`config.mk`:
```
export PLATFORM = sky130hd
export DESIGN_NAME = vga_sync
export DESIGN_NICKNAME = d
export VERILOG_FILES = /design/src/rtl/vga_sync.sv
export SDC_FILE = /design/constraint.sdc
export NUM_CORES = 1
export LEC_CHECK = 0
export CAP_MARGIN = 20
export CORE_ASPECT_RATIO = 1.4
export CORE_MARGIN = 2
export CORE_UTILIZATION = 35
export DETAILED_ROUTE_END_ITERATION = 10
export DONT_BUFFER_PORTS = 1
export SYNTH_ARGS = -nofsm -noshare
export SYNTH_HDL_FRONTEND = slang
export SYNTH_SLANG_ARGS = --single-unit
export TNS_END_PERCENT = 5
```
`constraint.sdc`:
```
create_clock -name clk_25 -period 6.9 [get_ports clk_25]
set_input_delay 1.725 -clock clk_25 [delete_from_list [all_inputs] [get_ports clk_25]]
set_output_delay 1.725 -clock clk_25 [all_outputs]
set_load 0.02 [all_outputs]
```
`src/rtl/vga_sync.sv`:
```
// ----------------------------------------------------------------------------
// vga_sync -- 640x480 VGA timing generator with a 160x120 pixel-buffer
// address generator (each buffer pixel covers a 4x4 block of screen pixels).
//
// Line layout : front porch, sync, back porch, then the active pixels.
// Frame layout: front porch, sync, back porch, then the active lines.
//
// Ports
//   clk_25      in   25 MHz pixel clock (only clock)
//   reset_n     in   asynchronous active-low reset
//   h_count     out  [9:0]  horizontal position
//   v_count     out  [9:0]  vertical position
//   hsync       out  active-low horizontal sync
//   vsync       out  active-low vertical sync
//   bright      out  high inside the active 640x480 area
//   read        out  pixel-buffer read strobe, leads bright by one clock
//   addr        out  [14:0] pixel-buffer address, holds while read=0
//   frame_start out  one-clock pulse when the counters wrap to (0,0)
//
// Build option
//   VGA_SYNC_DELAY_EN  adds one register stage to hsync, vsync and bright so
//                      they line up with a downstream registered rgb stage.
// ----------------------------------------------------------------------------
module vga_sync #(
  parameter int H_FP    = 16,
  parameter int H_SYNC  = 96,
  parameter int H_BP    = 48,
  parameter int H_TOTAL = 800,
  parameter int V_FP    = 10,
  parameter int V_SYNC  = 2,
  parameter int V_BP    = 29,
  parameter int V_TOTAL = 521
) (
  input  logic        clk_25,
  input  logic        reset_n,
  output logic [9:0]  h_count,
  output logic [9:0]  v_count,
  output logic        hsync,
  output logic        vsync,
  output logic        bright,
  output logic        read,
  output logic [14:0] addr,
  output logic        frame_start
);

  localparam logic [9:0]  H_LAST     = 10'(H_TOTAL - 1);
  localparam logic [9:0]  V_LAST     = 10'(V_TOTAL - 1);
  localparam logic [9:0]  H_SYNC_BEG = 10'(H_FP);
  localparam logic [9:0]  H_SYNC_END = 10'(H_FP + H_SYNC);
  localparam logic [9:0]  V_SYNC_BEG = 10'(V_FP);
  localparam logic [9:0]  V_SYNC_END = 10'(V_FP + V_SYNC);
  localparam logic [9:0]  H_ACT      = 10'(H_FP + H_SYNC + H_BP);
  localparam logic [9:0]  V_ACT      = 10'(V_FP + V_SYNC + V_BP);
  // read runs one clock ahead of bright and stops one clock before line end
  localparam logic [9:0]  H_RD_BEG   = 10'(H_FP + H_SYNC + H_BP - 1);
  localparam logic [9:0]  H_RD_END   = 10'(H_TOTAL - 2);
  localparam logic [14:0] COLS       = 15'((H_TOTAL - (H_FP + H_SYNC + H_BP)) / 4);

  logic        h_wrap, v_wrap;
  logic [9:0]  h_next, v_next;
  logic        hsync_next, vsync_next, bright_next, read_next, first_read;
  logic        hsync_r, vsync_r, bright_r;
  logic [1:0]  col_sub;   // screen pixels already read for the current buffer column
  logic [1:0]  row_sub;   // screen lines already spent on the current buffer row
  logic [14:0] row_base;  // buffer address of column 0 of the current row

  // All outputs are registered from the next counter values so they stay
  // aligned with the h_count/v_count presented in the same cycle.
  always_comb begin
    h_wrap      = (h_count == H_LAST);
    v_wrap      = (v_count == V_LAST);
    h_next      = h_wrap ? 10'd0 : h_count + 10'd1;
    v_next      = v_count;
    if (h_wrap)
      v_next = v_wrap ? 10'd0 : v_count + 10'd1;
    hsync_next  = !((h_next >= H_SYNC_BEG) && (h_next < H_SYNC_END));
    vsync_next  = !((v_next >= V_SYNC_BEG) && (v_next < V_SYNC_END));
    bright_next = (h_next >= H_ACT) && (v_next >= V_ACT);
    read_next   = (v_next >= V_ACT) && (h_next >= H_RD_BEG) && (h_next <= H_RD_END);
    first_read  = (h_next == H_RD_BEG);
  end

  always_ff @(posedge clk_25 or negedge reset_n) begin
    if (!reset_n) begin
      h_count     <= 10'd0;
      v_count     <= 10'd0;
      hsync_r     <= 1'b1;
      vsync_r     <= 1'b1;
      bright_r    <= 1'b0;
      read        <= 1'b0;
      addr        <= 15'd0;
      frame_start <= 1'b0;
      col_sub     <= 2'd0;
      row_sub     <= 2'd0;
      row_base    <= 15'd0;
    end else begin
      h_count     <= h_next;
      v_count     <= v_next;
      hsync_r     <= hsync_next;
      vsync_r     <= vsync_next;
      bright_r    <= bright_next;
      read        <= read_next;
      // The post-reset (0,0) is not a wrap, so it never raises frame_start.
      frame_start <= h_wrap && v_wrap;

      // Row base steps by one buffer row every fourth active line; it is
      // settled well before the first read of the line.
      if (h_wrap) begin
        if (v_next == V_ACT) begin
          row_base <= 15'd0;
          row_sub  <= 2'd0;
        end else if (v_next > V_ACT) begin
          row_sub <= row_sub + 2'd1;
          if (row_sub == 2'd3)
            row_base <= row_base + COLS;
        end
      end

      // Column address steps once per four reads; addr holds otherwise.
      if (read_next) begin
        if (first_read) begin
          addr    <= row_base;
          col_sub <= 2'd1;
        end else begin
          col_sub <= col_sub + 2'd1;
          if (col_sub == 2'd0)
            addr <= addr + 15'd1;
        end
      end
    end
  end

`ifdef VGA_SYNC_DELAY_EN
  logic hsync_d, vsync_d, bright_d;

  always_ff @(posedge clk_25 or negedge reset_n) begin
    if (!reset_n) begin
      hsync_d  <= 1'b1;
      vsync_d  <= 1'b1;
      bright_d <= 1'b0;
    end else begin
      hsync_d  <= hsync_r;
      vsync_d  <= vsync_r;
      bright_d <= bright_r;
    end
  end

  assign hsync  = hsync_d;
  assign vsync  = vsync_d;
  assign bright = bright_d;
`else
  assign hsync  = hsync_r;
  assign vsync  = vsync_r;
  assign bright = bright_r;
`endif

endmodule
```
Word level (Yosys, flattened, before mapping)
Cells that the tools add are included.

cells by class
  add/sub/neg operators = 6
  multipliers = 0
  div/mod/pow operators = 0
  order comparisons = 9
  eq/ne operators = 5
  shifts and indexed selects = 0
  muxes and demuxes = 11
  bitwise logic cells = 0
  reductions and logical operators = 15

operators with widths
  kind                                                                number
  two-way mux 15 bit                                                  5
  two-way mux 10 bit                                                  3
  adder 10 x 1 -> 10 bit, second input constant                       2
  == test 10 bit, second input constant                               2
  greater-or-equal comparator 10 x 8 -> 1 bit, second input constant  2
  adder 15 x 1 -> 15 bit, second input constant                       1
  adder 15 x 8 -> 15 bit, second input constant                       1
  == test 10 x 6 -> 1 bit, second input constant                      1
  == test 10 x 8 -> 1 bit, second input constant                      1
  greater-or-equal comparator 10 x 4 -> 1 bit, second input constant  1
  greater-or-equal comparator 10 x 5 -> 1 bit, second input constant  1
  greater-or-equal comparator 10 x 6 -> 1 bit, second input constant  1
  > comparator 10 x 6 -> 1 bit, second input constant                 1
  <= comparator 10 bit, second input constant                         1
  less-than comparator 10 x 4 -> 1 bit, second input constant         1
  less-than comparator 10 x 7 -> 1 bit, second input constant         1
  logical AND 1 bit                                                   6
  two-way mux 2 bit                                                   3
  nonzero test 2 bit                                                  3
  adder 2 x 1 -> 2 bit, second input constant                         2
  AND reduction 2 bit                                                 2
  AND reduction 3 bit                                                 1
  == test 2 bit, second input constant                                1
  zero test 1 bit                                                     2
  zero test 2 bit                                                     1

storage, ports and cells
  register bits after elaboration = 59
  bits in latches = 0
  memory bits (writable) = 0
  bits in read-only memories = 0
  output and inout bits = 40
  word-level logic and storage cells = 57
  memories = 0

Logic depth before layout (Yosys ltp)
  depth after elaboration = 7
  depth in mapped cells = 12
  gate-level depth less buffers = 10

Worst setup path before layout
OpenSTA, ideal clock, no wires.

  kind = register -> register
  start point = register h_count[0]
  end point = register row_base[12]
  data arrival time = 2875 ps
  required time = 6822 ps
  slack = 3947 ps
  stages on the path, launching flop included = 13
  clock period less this slack = 2953 ps
  cell sequence = dfrtp_1 > ha_1 > and4_1 > buf_4 > nand4_1 > xnor2_1 > o31ai_2 > and4b_1 > buf_4 > nor2_2 > buf_6 > or4_1 > a21boi_1

on the way
  longest elaborated chain between the ends = 5

ends and longest elaborated chain
  item                                                                     line      RTL
  start, declared                                                          36        output logic [9:0] h_count,
  start signal, assigned                                                   97        h_count <= h_next;
  == test 10 bit (*)                                                       70        h_wrap = (h_count == H_LAST);
  two-way mux 10 bit (*)                                                   74        if (h_wrap)
  via v_next[6]                                                            60        logic [9:0] h_next, v_next;
  > comparator 10 x 6 -> 1 bit or == test 10 x 6 -> 1 bit (tied branches)  112, 109
  nonzero test 2 bit (no source line)                                      --
  AND reduction 3 bit (no source line)                                     --
  end signal, assigned                                                     115       row_base <= row_base + COLS;
  end, declared                                                            65        logic [14:0] row_base;

Mark *: on every way through the listed nets, which the timed path passes. The rest lies on a longest branch.
A chain may end at the register's enable or synchronous reset.

Final worst setup path
  start point = register h_count[0]
  end point = register row_base[8]

The elaborated chain is that of the path after synthesis.

==> flow_metrics.py <==
metrics = {
    "hold_path": {
        "hold_depth": 1,
        "hold_path_end": "col_sub[0]",
        "hold_start": "col_sub[0]",
        "hold_class": "reg -> reg",
    },
    "status": {
        "status": "finished, final reports clean",
    },
    "placement": {
        "place_area_mm2": 0.00336,
        "portBuffers": 0,
        "gp_congestion": 0.844,
        "placedCellCount": 461,
        "post-dp-hpwl_mm": 5.56,
    },
    "final_layout": {
        "final_cell_area_mm2": 0.00356,
        "nets": 368,
        "regArea_mm2": 0.00135,
        "fillerInstances": 946,
        "multi_input_comb_area_mm2": 0.00179,
        "antenna_cells": 0,
        "fin_cells": 469,
        "drive_gt1_share_pct": 8.08,
        "area_growth_pct": 7.07,
    },
    "drt": {
        "num_vias": 2751,
        "wl_per_cell_um": 17.2,
        "ant_nets": 0,
        "dr.pass1.iters": 4,
        "drt_wl_total_mm": 8.05,
        "drc": 0,
        "via_per_inst": 5.87,
        "drt_iter0_drc": 158,
    },
    "critical_path": {
        "slowest_stage": "and2_1",
        "reg2reg_to": "row_base[8]",
        "rr_startpoint": "h_count[0]",
        "critPathTopFamily": "simple AND/OR/NAND/NOR gates",
        "critical_path_class": "reg -> reg",
        "worst-path-stages": 9,
        "critPathBufInv": 0,
        "cp_cell_sequence": "ha_1, and4_1, nand3_2, a221o_1, a21boi_1, o31ai_2, and2_1, or3_1, o41ai_2",
        "critical_path.startpoint_type": "flop",
        "cp_max_fo": 21,
        "critPathMaxStageDelay_ps": 560,
        "worst_ep_required_time_ps": 7060,
        "crit_path_start": "h_count[0]",
        "ff2ff_path_depth": 9,
        "end_kind": "flop",
        "reg2reg_slack_ps": 3100,
        "cp_data_arrival_time_ps": 3960,
    },
    "timing": {
        "tightest_slew_ps": 745,
        "timing.final.crit_share_pct": 55.1,
        "finalHoldViolCount": 0,
        "tns_ps": 0,
        "rsz0062_at_grt": "no",
        "max_freq_mhz": 263,
        "slew-limit-headroom_pct": 49.9,
        "worst_hold_slack_ps": 480,
        "fin_crit_ps": 3800,
        "finClkSkew_ps": 10.5,
        "setup_viol": 0,
        "slew_violations": 0,
    },
    "die": {
        "dieArea_mm2": 0.0103,
        "chipHeight_um": 119,
        "core_mm2": 0.00935,
        "start_util_pct": 35.6,
        "rows": 42,
        "ioPinCount": 42,
        "die_width_um": 86.4,
    },
    "yosys": {
        "syn_inst": 372,
        "synth_top_area_share_pct": 39.1,
        "synth_nets": 382,
        "async_flop_share_pct": 100,
        "yosysSeqAreaShare_pct": 40.7,
        "yosys_register_bits": 54,
        "synth-edff-count": 0,
        "syn_avg_cell_area_um2": 8.95,
        "synthesis.area_mm2": 0.00333,
        "yosys.area.top_type": "dfrtp_1",
        "synth_warnings": 0,
        "synthTopCellsByArea": "dfrtp_1, a21oi_1, nand3_1",
        "synth_ff_type": "dfrtp_1",
        "netlist-cell-type-count": 60,
    },
    "global_routing": {
        "grt_pass1_vias": 2718,
        "grt_overflow": 0,
        "antenna_found_initial": 0,
        "grt_max_degree": 55,
        "grt_first_pass_wirelength_mm": 13.5,
        "grtUsageTotal_pct": 16.2,
    },
    "clocking": {
        "holdBufCountCts": 0,
        "clockBufferDepth": 2,
        "clk_pin_slew_ps": 70,
        "cts_buffers": 5,
        "htree_num_levels": 2,
        "cts_sinks": 54,
        "postCtsSetupBuffers": 0,
        "clock_latency_ps": 300,
        "cts_resized": 0,
        "cts-root-buf": "clkbuf_16",
        "cts_tree": "built",
    },
    "power": {
        "leakage_nw": 1.59,
        "ir_drop_mv": 0.139,
        "finalPower_mw": 0.652,
        "p_per_area_mw_per_mm2": 183,
    },
    "flow_run": {
        "cap_viol_max_count": 0,
    },
}
==> placed cells by master (no fill, tap or decap), types with 3 or more instances in the layout <==
master,instances
a21boi_1,6
a21oi_1,27
a22o_1,3
a31oi_1,3
and2_1,6
and3_1,7
and4_1,5
clkbuf_16,5
dfrtp_1,52
ha_1,8
inv_1,19
nand2_1,34
nand2b_1,3
nand3_1,27
nand3b_1,3
nand4_1,17
nand4b_1,3
nor2_1,21
nor3_1,4
nor4_1,5
o21ai_0,21
o31ai_1,14
or2_2,4
or4_1,6
xnor2_1,7
xor2_1,6
==> state kept, by name, summed over array words and instances, names as in the netlist <==
register / cells
h_count: 10
addr: 15
read: 1
bright: 1
row_sub: 2
hsync: 1
col_sub: 2
vsync: 1
v_count: 10
row_base: 10
frame_start: 1
==> final cells by class <==
cell class / count / area share, %
well taps: 110 / 3.86
inverters: 19 / 2.00
repair buffers: 1 / 0.211
flip-flops and latches: 54 / 38.0
clock buffers: 6 / 3.90
clock inverters: 2 / 1.69
multi-input cells: 277 / 50.4
==> per-stage QoR <==
stage	utilization, %	worst slack, ps
after floorplan	-	3950
after global placement	36.0	3250
after detailed placement	36.0	3080
after CTS	38.1	3070
after global routing	38.1	2740
final	38.1	3100
==> routing by layer <==
layer	global-route usage (%)	wire length [um]	up-vias
met2	26.6	3920	63
met5	0	0	-
met3	5.34	482	13
li1	-	-	1331
met1	19.6	3480	1344
met4	5.76	160	0
==> logic make-up after synthesis <==
logic type,count (synthesis),share of synthesized area [%]
xor+xnor,14,3.91
flops,54,40.7
compound gates,94,18.6
fa+ha+maj,8,3.01
simple gates,159,27.8
buf+inv,41,5.41
mux,2,0.602
==> synthesized netlist by cell type, types with 3 or more instances <==
| master | instances |
|---|---|
| a21boi_1 | 6 |
| a21oi_1 | 27 |
| a22o_1 | 3 |
| a31oi_1 | 3 |
| and2_1 | 6 |
| and3_1 | 7 |
| and4_1 | 5 |
| buf_2 | 9 |
| clkbuf_1 | 9 |
| dfrtp_1 | 52 |
| ha_1 | 8 |
| inv_1 | 19 |
| nand2_1 | 34 |
| nand2b_1 | 3 |
| nand3_1 | 27 |
| nand3b_1 | 3 |
| nand4_1 | 17 |
| nand4b_1 | 3 |
| nor2_1 | 21 |
| nor3_1 | 4 |
| nor4_1 | 5 |
| o21ai_0 | 21 |
| o31ai_1 | 14 |
| or2_2 | 4 |
| or4_1 | 6 |
| xnor2_1 | 7 |
| xor2_1 | 6 |
==> where the power goes <==
part	internal, mW	total, mW	leakage (nW)	switching (mW)
clock	0.218	0.335	0.0971	0.117
sequential	0.316	0.316	0.733	0
combinational	0	0.000000757	0.757	0
total	0.534	0.652	1.59	0.117
==> how the worst max path moves through the flow <==
stage / to
global route: row_base[9]
finish: row_base[8]
detailed placement: row_base[13]
floorplan: row_base[12]
global placement: row_base[5]
CTS: row_base[13]
No activity file was read; power rests on OpenSTA's default activity.
